### src/rtl/shreg_pkg.sv
// Shared definitions for the universal shift register and the serial front ends.
// Mode encodings are fixed because the front ends drive i_mode directly.
package shreg_pkg;

    localparam logic [1:0] MODE_HOLD = 2'd0;
    localparam logic [1:0] MODE_SHR  = 2'd1;
    localparam logic [1:0] MODE_SHL  = 2'd2;
    localparam logic [1:0] MODE_LOAD = 2'd3;

    function automatic logic is_shift(input logic [1:0] mode);
        return (mode == MODE_SHR) || (mode == MODE_SHL);
    endfunction

endpackage

### src/rtl/shreg_bit_counter.sv
// Word-framing counter for the shift register: counts executed shifts up to WIDTH,
// flags a full word and strobes once on the shift that completes it.
module shreg_bit_counter #(
    parameter int WIDTH = 8
) (
    input  logic i_clk,
    input  logic i_rst,
    input  logic inc,
    input  logic clr,
    output logic full,
    output logic word_strb
);

    localparam int CW = $clog2(WIDTH + 1);
    localparam logic [CW-1:0] WORD_LEN = CW'(WIDTH);
    localparam logic [CW-1:0] ONE      = CW'(1);
    localparam logic [CW-1:0] ZERO     = '0;

    // Held as shifts remaining in the word; zero is the saturated (full) state.
    logic [CW-1:0] remaining;

    always_ff @(posedge i_clk or negedge i_rst) begin
        if (!i_rst) begin
            remaining <= WORD_LEN;
            full      <= 1'b0;
            word_strb <= 1'b0;
        end else if (clr) begin
            remaining <= WORD_LEN;
            full      <= 1'b0;
            word_strb <= 1'b0;
        end else if (inc && (remaining != ZERO)) begin
            remaining <= remaining - ONE;
            full      <= (remaining == ONE);
            word_strb <= (remaining == ONE);
        end else begin
            word_strb <= 1'b0;
        end
    end

endmodule

### src/rtl/univ_shift_reg.sv
// Universal shift register (hold / shift-right / shift-left / parallel load) with
// serial taps at both ends and a word-framing shift counter.
module univ_shift_reg
    import shreg_pkg::*;
#(
    parameter int              WIDTH     = 8,
    parameter logic [WIDTH-1:0] RESET_VAL = '0
) (
    input  logic             i_clk,
    input  logic             i_rst,
    input  logic             i_en,
    input  logic             i_clr,
    input  logic [1:0]       i_mode,
    input  logic             i_sin,
    input  logic [WIDTH-1:0] i_pdata,
    output logic [WIDTH-1:0] o_q,
    output logic             o_sout_r,
    output logic             o_sout_l,
    output logic             o_full,
    output logic             o_word_strb
);

    logic [WIDTH-1:0] q_reg;
    logic [WIDTH-1:0] q_next;
    logic             cnt_inc;
    logic             cnt_clr;

    // Clear wins over everything, enable gates only the mode operation.
    always_comb begin
        q_next  = q_reg;
        cnt_inc = 1'b0;
        cnt_clr = 1'b0;
        if (i_clr) begin
            q_next  = RESET_VAL;
            cnt_clr = 1'b1;
        end else if (i_en) begin
            case (i_mode)
                MODE_SHR:  q_next = {i_sin, q_reg[WIDTH-1:1]};
                MODE_SHL:  q_next = {q_reg[WIDTH-2:0], i_sin};
                MODE_LOAD: begin
                    q_next  = i_pdata;
                    cnt_clr = 1'b1;
                end
                default:   q_next = q_reg;
            endcase
            cnt_inc = is_shift(i_mode);
        end
    end

    always_ff @(posedge i_clk or negedge i_rst) begin
        if (!i_rst) begin
            q_reg <= RESET_VAL;
        end else begin
            q_reg <= q_next;
        end
    end

    shreg_bit_counter #(
        .WIDTH (WIDTH)
    ) u_bit_counter (
        .i_clk     (i_clk),
        .i_rst     (i_rst),
        .inc       (cnt_inc),
        .clr       (cnt_clr),
        .full      (o_full),
        .word_strb (o_word_strb)
    );

    assign o_q      = q_reg;
    assign o_sout_r = q_reg[0];
    assign o_sout_l = q_reg[WIDTH-1];

endmodule

### config.mk
export PLATFORM = sky130hd
export DESIGN_NAME = univ_shift_reg
export DESIGN_NICKNAME = d
export VERILOG_FILES = /design/src/rtl/shreg_pkg.sv /design/src/rtl/shreg_bit_counter.sv /design/src/rtl/univ_shift_reg.sv
export SDC_FILE = /design/constraint.sdc
export NUM_CORES = 1
export LEC_CHECK = 0
export ABC_AREA = 1
export CORE_MARGIN = 5
export CORE_UTILIZATION = 40
export CTS_CLUSTER_SIZE = 24
export DETAILED_ROUTE_END_ITERATION = 8
export PLACE_DENSITY = 0.69
export SKIP_CTS_REPAIR_TIMING = 1
export SYNTH_ARGS = -nofsm -noshare
export SYNTH_HDL_FRONTEND = slang
export SYNTH_SLANG_ARGS = --single-unit
### constraint.sdc
create_clock -name i_clk -period 1.45 [get_ports i_clk]
set_input_delay 0.435 -clock i_clk [delete_from_list [all_inputs] [get_ports i_clk]]
set_output_delay 0.435 -clock i_clk [all_outputs]
set_load 0.01 [all_outputs]
==> reports/metrics.csv <==
metric;value;unit
synth.ff_latch_count;14;
hold_ws;468.7;ps
comb_power_share;0.283;
tritoncts;built;
synth.distinct_cells;18;
worst_pin_slew;314.2;ps
fmax;721.4;MHz
critPathBufInv;2;
layout_commonest_cell;nand2_1;
power_switching;299.5;uW
die_y;58.70;um
syn_area;948.4;um2
setup.worst_path.end_class;register;
power.density;710.8;nW/um2
cp-start-kind;primary input;
syn_inst;124;
hold_viol_final;0;
min_path_type;primary input to async pin;
root_buffer;clkbuf_4;
die_w;58.70;um
synth_warnings;0;
cts_sinks;14;
drive_gt1_frac;0.2169;
fillerInstances;193;
antenna_found_initial;0;
cts_max_level;1;
grt_pass1_vias;871;
gr-total-overflow;0;
cp_max_fo;10;
finalSetupViolations;0;
worstPathRequired;1670;ps
grt_pass1_wl;3622;um
path_cells;clkdlybuf4s50_1, a21oi_4, inv_2, nor2_1, nand2_1, nand2_1;
cts_made_buffers;3;
stdcell_count;194;
max_cap_viol_count;0;
grt_max_degree;15;
grt_usage;0.1363;
boundaryPins;27;
status;finished, final reports clean;
finalClockSkew;2.657;ps
ant_nets;0;
vias_per_cell;4.660;
clock_latency;280;ps
syn_nets;144;
place_congestion;0.7822;
rows;17;
cts_buffer_depth;2;
syn_avg_cell_area;7.648;um2
critPathKind;primary input to register;
port_buffers;26;
start_util;0.4247;
clock_power_share;0.284;
drc;0;
critPathTopFamily;buffers and inverters;
wl_per_cell;11.69;um
final_nets;187;
slew_viol_final;0;
seq_power_share;0.433;
cpMostUsedCell;nand2_1;
clkTransAtPathRegs;90;ps
drtIter0Drc;22;
crit_slowest_cell;clkdlybuf4s50_1;
dp.cells;184;
swShare;0.2982;
hpwlAfterDp;1698;um
worst-r2r-setup-slack;120;ps
die_area;3445;um2
timing.final.crit_share;0.9560;
diodes;0;
p_leak;0.0009383;uW
critical-path-max-stage-delay;510;ps
vdd_drop_max;531.6;uV
routed_wirelength;2268;um
area_growth_syn_to_layout;48.94;%
mostFrequentLayoutCells;58 x nand2_1, 17 x nand3_1, 16 x buf_4;
finalSetupTns;0;ps
core;2233;um2
period_minus_slack;1386;ps
firstDrtPassIters;4;
internal-power;704.6;uW
worstPathArrival;1610;ps
vias;904;
ys_seq_area_frac;0.3707;
relSlewSlack;0.7900;
## final cells by class
cell class | count | area [um2] | share of cell area
well taps | 28 | 35.03 | 0.02480
multi-input cells | 96 | 536.8 | 0.3800
clock buffers | 4 | 36.28 | 0.02569
inverters | 10 | 37.54 | 0.02657
repair buffers | 42 | 415.4 | 0.2941
flip-flops and latches | 14 | 351.6 | 0.2489
## cell usage after synthesis (all sizes together)
cell type	n	area share
buf	4	0.040
dfrtp	13	0.34
nand2	63	0.28
nor2	6	0.059
nand4	2	0.013
a21oi	2	0.034
dfstp	1	0.028
nand3	17	0.090
ha	5	0.066
inv	10	0.040
xor2	1	0.0092
## kinds of logic (layout without fill, tap and decap cells)
logic type	Yosys count	count (layout)	synth area share
adder cells (fa/ha/maj)	5	5	0.06596
flip-flops	14	14	0.3707
AO/OA/AOI/OAI	2	2	0.03430
XOR/XNOR	1	1	0.009237
AND/OR/NAND/NOR	88	88	0.4406
buffers and inverters	14	56	0.07915
## per-layer routing
metal	up-vias	track usage	part of all wire
met5	-	0	0
met4	0	0.05178	0.0057
met3	2	0.03289	0.071
met2	23	0.2456	0.53
met1	406	0.1545	0.40
li1	473	-	-
## worst reg2reg max path, delay by kind of cell, from the launching register on
| family | cells | cell delay [ps] |
|---|---|---|
| simple gates | 5 | 510 |
| fa+ha+maj | 1 | 200 |
| buf+inv | 1 | 120 |
| flops | 1 | 410 |
## stage by stage
step                power (uW)  setup slack, ps  utilization  instance area [um2]
finish                    1004            63.80       0.6325                 1413
global route              1073           -8.298       0.6325                 1413
CTS                       1012           -254.3       0.5899                 1318
detailed placement       719.3           -531.2       0.5737                 1281
global placement         712.8           -468.7       0.5737                 1281
floorplan                602.6            104.3            -                948.4
## registers in the layout (all words and copies together), names as in the netlist
| name | count |
|---|---|
| u_bit_counter.word_strb | 1 |
| u_bit_counter.full | 1 |
| u_bit_counter.remaining | 4 |
| o_q | 8 |
## worst paths after layout
check	startpoint	end	cells after the start
worst max-delay path	i_en	u_bit_counter.remaining[1]	6
worst min-delay path	i_rst	o_q[3]	2
worst max register to register	u_bit_counter.remaining[0]	u_bit_counter.remaining[1]	7
worst min register to register	u_bit_counter.remaining[3]	u_bit_counter.remaining[3]	2
max in group asynchronous	i_rst	u_bit_counter.remaining[3]	2
min in group i_clk	u_bit_counter.remaining[3]	u_bit_counter.remaining[3]	2
## power groups by stage
stage                     Combinational (uW)  Clock (uW)  Sequential, uW
after floorplan                          158           0             445
after global placement                   270           0             443
after detailed placement                 275           0             444
after CTS                                277         299             436
after global routing                     316         318             439
final                                    284         285             435
No activity file was read; power rests on OpenSTA's default activity.
